## config.mk

```make
export PLATFORM = sky130hd
export DESIGN_NAME = tmds_rx_channel
export DESIGN_NICKNAME = d
export VERILOG_FILES = /design/src/rtl/tmds_rx_channel.sv
export SDC_FILE = /design/constraint.sdc
export NUM_CORES = 1
export LEC_CHECK = 0
export BUFFER_PORTS_ARGS = -buffer_cell sky130_fd_sc_hd__buf_2
export CORE_AREA = 4 4 96 189
export DETAILED_ROUTE_END_ITERATION = 10
export DIE_AREA = 0 0 100 193
export MAX_ROUTING_LAYER = met4
export PLACE_DENSITY = 0.49
export SYNTH_ARGS = -nofsm -noshare
export SYNTH_HDL_FRONTEND = slang
export SYNTH_SLANG_ARGS = --single-unit
```

## constraint.sdc

```tcl
create_clock -name i_clk -period 7.62 [get_ports i_clk]
set_input_delay 1.143 -clock i_clk [delete_from_list [all_inputs] [get_ports i_clk]]
set_output_delay 1.143 -clock i_clk [all_outputs]
set_load 0.02 [all_outputs]
```

## src/rtl/tmds_rx_channel.sv

```systemverilog
// tmds_rx_channel: one TMDS receive channel in the recovered pixel-clock domain.
// It takes raw 10-bit deserializer words of unknown bit alignment and finds the
// symbol boundary by hunting for runs of control tokens. Each aligned symbol is
// then decoded into blanking control bits or an 8-bit active-video byte.
// Streaming interface: one word is accepted on every rising edge and one decoded
// symbol is produced on every rising edge. There is no valid/ready handshake and
// no stall path. o_locked is the FSM state (1 = LOCKED, 0 = SEARCH).
module tmds_rx_channel #(
  parameter int LOCK_TOKENS   = 16,
  parameter int SEARCH_WINDOW = 2048,
  parameter int MAX_RUN       = 2048
) (
  input  logic       i_clk,
  input  logic       i_rst,
  input  logic [9:0] i_word,
  output logic       o_de,
  output logic [1:0] o_c,
  output logic [7:0] o_data,
  output logic       o_locked,
  output logic [3:0] o_offset,
  output logic       o_ctl
);

  localparam int TOK_W = $clog2(LOCK_TOKENS + 1);
  localparam int WIN_W = $clog2(SEARCH_WINDOW + 1);
  localparam int RUN_W = $clog2(MAX_RUN + 1);

  localparam logic [TOK_W-1:0] TOK_LIMIT = TOK_W'(LOCK_TOKENS);
  localparam logic [WIN_W-1:0] WIN_LIMIT = WIN_W'(SEARCH_WINDOW);
  localparam logic [RUN_W-1:0] RUN_LIMIT = RUN_W'(MAX_RUN);

  typedef enum logic {
    ST_SEARCH = 1'b0,
    ST_LOCKED = 1'b1
  } state_t;

  state_t             state, state_d;
  logic [9:0]         prev, sym;
  logic [19:0]        cat_shift;
  logic [3:0]         offset, offset_d;
  logic               holdoff, holdoff_d;
  logic               slip;
  logic [TOK_W-1:0]   tok_cnt, tok_d;
  logic [WIN_W-1:0]   win_cnt, win_d;
  logic [RUN_W-1:0]   run_cnt, run_d;
  logic               match;
  logic [1:0]         code;
  logic [7:0]         q, d;

  // Two-word window shifted so the chosen alignment lands in the low 10 bits.
  always_comb begin
    cat_shift = {i_word, prev} >> offset;
  end

  // Stage 1: remember the previous word and capture the aligned symbol.
  always_ff @(posedge i_clk) begin
    if (i_rst) begin
      prev <= '0;
      sym  <= '0;
    end else begin
      prev <= i_word;
      sym  <= cat_shift[9:0];
    end
  end

  // Whole-word match against the four control tokens.
  always_comb begin
    match = 1'b1;
    code  = 2'b00;
    case (sym)
      10'h354: code = 2'b00;
      10'h0AB: code = 2'b01;
      10'h154: code = 2'b10;
      10'h2AB: code = 2'b11;
      default: match = 1'b0;
    endcase
  end

  // Undo the optional inversion (bit 9) and the XOR/XNOR chain (bit 8).
  always_comb begin
    q    = sym[9] ? ~sym[7:0] : sym[7:0];
    d    = 8'h00;
    d[0] = q[0];
    for (int i = 1; i < 8; i++) begin
      d[i] = sym[8] ? (q[i] ^ q[i-1]) : ~(q[i] ^ q[i-1]);
    end
  end

  // Alignment FSM: next state, counters and slip decision.
  always_comb begin
    state_d   = state;
    offset_d  = offset;
    tok_d     = tok_cnt;
    win_d     = win_cnt;
    run_d     = run_cnt;
    holdoff_d = 1'b0;
    slip      = 1'b0;
    // The symbol right after a slip was cut at the old offset, so it is skipped.
    if (!holdoff) begin
      case (state)
        ST_SEARCH: begin
          if (match) tok_d = (tok_cnt == '1) ? tok_cnt : tok_cnt + TOK_W'(1);
          else       tok_d = '0;
          win_d = (win_cnt == '1) ? win_cnt : win_cnt + WIN_W'(1);
          // Lock wins over a window expiry on the same symbol.
          if (tok_d == TOK_LIMIT) begin
            state_d = ST_LOCKED;
            tok_d   = '0;
            win_d   = '0;
            run_d   = '0;
          end else if (win_d == WIN_LIMIT) begin
            slip = 1'b1;
          end
        end
        ST_LOCKED: begin
          if (match) run_d = '0;
          else       run_d = (run_cnt == '1) ? run_cnt : run_cnt + RUN_W'(1);
          if (run_d == RUN_LIMIT) begin
            state_d = ST_SEARCH;
            slip    = 1'b1;
          end
        end
        default: state_d = ST_SEARCH;
      endcase
    end
    if (slip) begin
      offset_d  = (offset == 4'd9) ? 4'd0 : offset + 4'd1;
      tok_d     = '0;
      win_d     = '0;
      run_d     = '0;
      holdoff_d = 1'b1;
    end
  end

  // FSM and counter registers.
  always_ff @(posedge i_clk) begin
    if (i_rst) begin
      state   <= ST_SEARCH;
      offset  <= 4'd0;
      holdoff <= 1'b0;
      tok_cnt <= '0;
      win_cnt <= '0;
      run_cnt <= '0;
    end else begin
      state   <= state_d;
      offset  <= offset_d;
      holdoff <= holdoff_d;
      tok_cnt <= tok_d;
      win_cnt <= win_d;
      run_cnt <= run_d;
    end
  end

  // Stage 2: decoded outputs, gated by the lock state being entered this edge.
  always_ff @(posedge i_clk) begin
    if (i_rst) begin
      o_ctl  <= 1'b0;
      o_de   <= 1'b0;
      o_c    <= 2'b00;
      o_data <= 8'h00;
    end else begin
      o_ctl <= match;
      if (state_d == ST_LOCKED) begin
        o_de <= ~match;
        if (match) o_c <= code;
        o_data <= match ? 8'h00 : d;
      end else begin
        o_de   <= 1'b0;
        o_c    <= 2'b00;
        o_data <= 8'h00;
      end
    end
  end

  assign o_locked = (state == ST_LOCKED);
  assign o_offset = offset;

endmodule

```

==> flow_summary.toml, run 1 <==
[power_and_ir_drop]
p_int_uw = 630
seq_power_share_pct = 44.3
p_total_uw = 820
p_switching_uw = 190
clkPwrFrac_pct = 50.1
swShare_pct = 23.1
power.leakage_nw = 1.67
powerDensity_nw_per_um2 = 176
ir_worst_vdd_v = 0.000104
power_frac_comb_pct = 5.6

[yosys]
synth_common_cells = "dfxtp_1 (67), a21oi_1 (54), nor2_1 (42)"
ys_warn_count = 0
yosysSeqAreaShare_pct = 32.7
synthTopCellsByArea = "dfxtp_1 (33%), a21oi_1 (6.6%), mux2i_1 (4.6%)"
ys_async_sr_fraction_pct = 0
syn-instance-count = 502
synth_most_common_cell = "dfxtp_1"
syn-cell-area_um2 = 4100
synthXorXnorAreaFrac_pct = 3.63
syn_area_per_cell_um2 = 8.17
synth_top_family_by_area = "simple AND/OR/NAND/NOR gates"
synth_ff_type = "dfxtp_1"
synth_fa_ha_area_share_pct = 0.915
ys_types = 71
synth_compound_area_share_pct = 20.9
netlist.area_leader.share_pct = 32.7
yosys.area_share.simple_pct = 28.4
synth.largest_area_cell = "dfxtp_1"
synth_edf_count = 0
syn_nets = 517
ys_ff_latch = 67
synth_mux_area_share_pct = 8.20

[sta]
rsz0062_at_grt = "no"
tightest_slew_ns = 1.05
relSlewSlack_pct = 30.3
setup_tns_ns = 0
drv_slew = 0
period_share_pct = 39.2
worst_slack_ns = 4.64
setup_viol = 0
timing.fmax_mhz = 335
fin_skew_ns = 0.00535
finalHoldViolCount = 0
period_minus_slack_ns = 2.98

[layout]
antenna_cells = 0
finalNetCount = 520
final_layout_size_suffix_gt1_share_pct = 15.9
fin_util_pct = 27.9
areaGrowthSynthToFinish_pct = 13.3

[clock_network]
post_cts_resize_count = 0
cts_tree = "built"
clk_latency_ns = 0.34
htreeDepth = 3
clock_sinks = 67
post_cts_buffers = 0
cts_made_buffers = 9
cts-hold-fix-buffers = 0
cts.clk_slew.worst_paths_ns = 0.05
clock_path_buffers = 2
cts_root_buf = "clkbuf_16"

[global_routing]
antenna_found_initial = 0
grt_max_degree = 31
grt_pass1_wl_um = 18300
first_global_vias = 3794
gr-usage-all-layers_pct = 12.3
gr-total-overflow = 0

[setup_path]
critical-path-slowest-cell = "or4_1"
cp.arrival_ns = 3.26
crit_fanout = 9
max_stage_delay_ns = 0.65
crit_chain = "ha_1, and4_1, nand3_1, mux2i_1, and4b_4, and3_1, or4_1, nor2_2"
worstPathRequired_ns = 7.89
crit_path_start_kind = "register"
worstRegToRegCells = 8
cp-end-kind = "register"
critical_path_class = "register to register"

[hold_path]
hold_path_depth = 2
hold_class = "register to register"

[routing]
drt-total-wl_um = 11100
drtIter0Drc = 129
firstDrtPassIters = 4
viasPerCell = 5.34
drc = 0
routedWlPerCell_um = 15.4
num_vias = 3826
postRouteAntennaNets = 0

[place]
dp_slack_ns = 4.65
port_buffers = 28
dp_hpwl_um = 8490
gp_congestion = 0.829

[die]
die_width_um = 100
design.die.area_um2 = 19300
core_um2 = 16700
die_h_um = 193
initial_core_util_pct = 24.6
rows = 67
io_pins = 29

[job]
max_cap_violations = 0

[status]
outcome = "complete, no violations"
==> state kept, by name (all words and copies together), names as in the netlist <==
signal and flops:
prev 10, o_data 8, run_cnt 12, sym 10, o_ctl 1, holdoff 1
win_cnt 12, o_offset 4, o_locked 1, o_de 1, o_c 2, tok_cnt 5
==> critical path: cells and delay by family (launching register included) <==
| kind | cells | cell delay (ns) |
|---|---|---|
| adders and majority gates | 1 | 0.30 |
| DFF | 1 | 0.43 |
| muxes | 1 | 0.22 |
| and+or+nand+nor | 6 | 1.99 |
==> final cells by class <==
cell class / instances / area (µm²)
clock inverters: 6 / 66.3
fillers: 1769 / 12000
multi-input cells: 386 / 2550
inverters: 9 / 33.8
well taps: 207 / 259
repair buffers: 32 / 170
flip-flops and latches: 67 / 1340
clock buffers: 10 / 229
==> cell families (layout without fill, tap and decap cells) <==
kind of cell,Yosys count,in the layout
AOI/OAI and AO/OA,133,133
xor gates and xnor gates,17,17
adders and majority gates,3,3
buffers and inverters,49,57
DFF,67,67
muxes,28,28
and+or+nand+nor,205,205
==> metal layers <==
| metal | track usage, % | wire length [µm] | up-vias |
|---|---|---|---|
| met3 | 2.16 | 336 | 33 |
| met1 | 11.1 | 3980 | 1840 |
| met5 | - | 0 | - |
| met4 | 7.78 | 497 | 0 |
| li1 | - | - | 1873 |
| met2 | 23.1 | 6250 | 80 |
==> power by group through the flow <==
stage / combinational (mW) / clock (mW) / sequential (mW)
3_3_place_gp: 0.0458 / 0 / 0.371
4_1_cts: 0.0467 / 0.425 / 0.363
2_1_floorplan: 0.0342 / 0 / 0.369
3_5_place_dp: 0.0466 / 0 / 0.371
5_1_grt: 0.0513 / 0.436 / 0.364
6_report: 0.0460 / 0.411 / 0.363
==> path summary, 6_finish.rpt <==
path	to	slack [ns]	start
max reg2reg	o_data[5]$_SDFF_PP0_	4.64	run_cnt[1]$_SDFFE_PP0P_
max	o_data[5]$_SDFF_PP0_	4.64	run_cnt[1]$_SDFFE_PP0P_
min reg2reg	win_cnt[1]$_SDFFE_PP0P_	0.50	win_cnt[1]$_SDFFE_PP0P_
min	win_cnt[1]$_SDFFE_PP0P_	0.50	win_cnt[1]$_SDFFE_PP0P_
==> stage by stage <==
stage	std cells	hold slack, ns	cell area [µm²]
6_report	717	0.495	4650
2_1_floorplan	502	0.453	4100
3_5_place_dp	701	0.486	4350
4_1_cts	717	0.494	4650
5_1_grt	717	0.527	4650
3_3_place_gp	701	0.482	4350
==> cell usage in the layout, fill, tap and decap left out, types with 3 or more instances in the layout <==
cell,n
nand3b_1,3
buf_4,4
nor2b_1,17
inv_1,7
a21oi_1,54
mux4_2,4
dfxtp_1,67
and4_1,7
xnor2_1,16
o21bai_1,3
nor3_1,20
and2_1,6
nand3_1,17
or4_1,4
buf_2,28
or3_1,5
and3_1,9
nand4_1,12
clkbuf_16,9
mux2i_1,19
mux2_2,5
a31oi_1,8
o2111ai_1,3
a22oi_1,6
o21ai_0,18
a211oi_1,15
ha_1,3
o31ai_1,4
clkinvlp_4,3
nor2_2,8
nand2b_1,4
nor4b_1,3
nor3b_1,3
nor2_1,42
nand2_1,29
Power figures use the tool's default switching activity.
==> run 2: changes to the inputs <==
Settings changed: ABC_AREA set to 1, CORE_AREA 4 4 96 189 to 4 4 98 193, DIE_AREA 0 0 100 193 to 0 0 102 197.
Clock period 7.62 ns to 2.8 ns, I/O delays scaled along.
==> flow_summary.toml, run 2 <==
[status]
outcome = "complete, no violations"

[yosys]
synth_ff_type = "dfxtp_1"
syn-cell-area_um2 = 4310
ys_types = 35
ys_warn_count = 0
synth_most_common_cell = "nand2_1"
ys_ff_latch = 67
syn-instance-count = 688
synth_common_cells = "nand2_1 (180), nor2_1 (104), inv_1 (81)"
synth.largest_area_cell = "dfxtp_1"
synthTopCellsByArea = "dfxtp_1 (31%), nand2_1 (16%), nor2_1 (9.0%)"
netlist.area_leader.share_pct = 31.1
syn_nets = 703
yosysSeqAreaShare_pct = 31.1
syn_area_per_cell_um2 = 6.27
ys_async_sr_fraction_pct = 0
synth_edf_count = 0

[sta]
whs_ns = 0.301
setup_viol = 0
relSlewSlack_pct = 56.6
rsz0062_at_grt = "no"
worst_slack_ns = 0.348
period_minus_slack_ns = 2.45
finalHoldViolCount = 0
timing.fmax_mhz = 408
setup_tns_ns = 0
tightest_slew_ns = 0.651
period_share_pct = 87.6
fin_skew_ns = 0.00780
drv_slew = 0

[die]
rows = 68
io_pins = 29
core_um2 = 17400
design.die.area_um2 = 20100
initial_core_util_pct = 24.9
die_h_um = 197
die_width_um = 102

[setup_path]
worstRegToRegCells = 13
critPathLaunch = "sym[8]$_SDFF_PP0_"
cp.arrival_ns = 2.70
cp-end-kind = "register"
crit_fanout = 14
crit_path_start_kind = "register"
worstPathRequired_ns = 3.05
rrSetupSlack_ns = 0.35
r2r-start = "sym[8]$_SDFF_PP0_"
critical_path_class = "register to register"
r2r_end = "tok_cnt[2]$_SDFFE_PP0P_"

[power_and_ir_drop]
clkPwrFrac_pct = 54.0
power.leakage_nw = 2.20
p_int_mw = 1.90
powerDensity_nw_per_um2 = 479
swShare_pct = 22.3
p_switching_uw = 546
power_frac_comb_pct = 5.6
seq_power_share_pct = 40.4
ir_worst_vdd_v = 0.000266

[clock_network]
cts.clk_slew.worst_paths_ns = 0.06
post_cts_buffers = 0
cts_made_buffers = 9
post_cts_resize_count = 0
clock_path_buffers = 2
htreeDepth = 3
cts_root_buf = "clkbuf_16"
cts-hold-fix-buffers = 0
cts_tree = "built"
clock_sinks = 67
clk_latency_ns = 0.34

[routing]
postRouteAntennaNets = 0
num_vias = 4347
drtIter0Drc = 193
firstDrtPassIters = 4
drc = 0
drt-total-wl_um = 12500
routedWlPerCell_um = 13.3
viasPerCell = 4.63

[job]
max_cap_violations = 0

[global_routing]
grt_pass1_wl_um = 20900
first_global_vias = 4333
grt_max_degree = 27
grt_use_met3_pct = 2.30
antenna_found_initial = 0
gr-total-overflow = 0
gr-max-usage-layer = "met2"
gr-usage-all-layers_pct = 13.9
met2_usage_pct = 27.1
grt.met1_usage_pct = 11.6

[layout]
areaGrowthSynthToFinish_pct = 18.2
fin_util_pct = 29.4
final_common_cell = "nand2_1"
largestRegisters = "run_cnt (12), win_cnt (12)"
finalNetCount = 738
regArea_um2 = 1340
final_layout_size_suffix_gt1_share_pct = 12.6
stdcell_count = 938
num-fill-cells = 2020
antenna_cells = 0
multi_input_area_um2 = 2520
final_cell_mix = "nand2_1 (180), nor2_1 (103), inv_1 (81)"

[place]
gp_congestion = 0.857
port_buffers = 28
dp_hpwl_um = 10300
dp.cells = 922
dp_slack_ns = 0.278

[hold_path]
hold_path_depth = 3
hold_end = "prev[3]$_SDFF_PP0_"
min_from = "i_word[3]"
hold_class = "primary input to register"
[run 2: cell types whose count changed in the layout (fill, tap and decap cells not counted), moves of 12 or more]
| cell | previous run | this run |
|---|---|---|
| o21ai_0 | 18 | 37 |
| a211oi_1 | 15 | 1 |
| nor2b_1 | 17 | 0 |
| nor2_1 | 42 | 103 |
| mux2i_1 | 19 | 7 |
| nand3_1 | 17 | 66 |
| nor2_4 | 0 | 12 |
| xnor2_1 | 16 | 3 |
| buf_4 | 4 | 16 |
| nor3_1 | 20 | 3 |
| inv_1 | 7 | 81 |
| a21oi_1 | 54 | 28 |
| nand2_1 | 29 | 180 |
[run 2: worst max path at each step]
stage                     slack, ns  depth (start not counted)                  endpoint
after floorplan                0.74                         16   run_cnt[4]$_SDFFE_PP0P_
after global routing           0.03                         17   tok_cnt[2]$_SDFFE_PP0P_
after detailed placement       0.28                         17   tok_cnt[2]$_SDFFE_PP0P_
final                          0.35                         13   tok_cnt[2]$_SDFFE_PP0P_
after CTS                      0.24                         11  win_cnt[11]$_SDFFE_PP0P_
after global placement         0.28                         17   tok_cnt[2]$_SDFFE_PP0P_
[run 2: logic make-up (layout without fill, tap and decap cells)]
family	count (synthesis)	after routing	share of synthesized area [%]
AO/OA/AOI/OAI	90	90	11.6
XOR/XNOR	14	14	2.84
adder cells (fa/ha/maj)	3	3	0.870
buffers and inverters	110	150	10.6
flip-flops	67	67	31.1
multiplexers	7	7	1.62
AND/OR/NAND/NOR	397	397	41.3
[run 2: power by group through the flow]
| stage | combinational [mW] | sequential (mW) | clock (mW) |
|---|---|---|---|
| after CTS | 0.140 | 0.987 | 1.35 |
| after global placement | 0.140 | 1.01 | 0 |
| final | 0.137 | 0.987 | 1.32 |
| after detailed placement | 0.140 | 1.01 | 0 |
| after floorplan | 0.104 | 1.00 | 0 |
| after global routing | 0.157 | 0.989 | 1.40 |
[run 2: layout make-up]
type | instances | area share, %
sequential | 67 | 26.3
clock inverter | 6 | 2.21
multi-input combinational | 511 | 49.5
clock buffer | 10 | 4.49
timing repair buffer | 46 | 5.89
tap | 210 | 5.15
inverter | 88 | 6.48
[run 2: worst max-delay path: stages, from the launching register on]
cell     delay (ns)
dfxtp_1        0.53
nor2_1         0.09
nand2_1        0.07
nor2_1         0.07
nor2_2         0.40
nand3_1        0.23
nand2_1        0.14
nor2_2         0.05
nand3_2        0.09
nand2_2        0.08
nand2_4        0.09
nand2_4        0.14
buf_12         0.20
a21oi_1        0.17
[run 2: routing by layer]
layer  part of all wire (%)  vias to the layer above
li1                       -                     2281
met1                     33                     1961
met2                     59                       71
met3                    2.1                       34
met4                    5.2                        0
met5                      0                        -
[run 2: through the flow]
step / cell area (µm²) / total power, mW
after CTS: 5090 / 2.48
after detailed placement: 4750 / 1.15
final: 5100 / 2.44
after global routing: 5100 / 2.54
after global placement: 4750 / 1.15
after floorplan: 4310 / 1.11
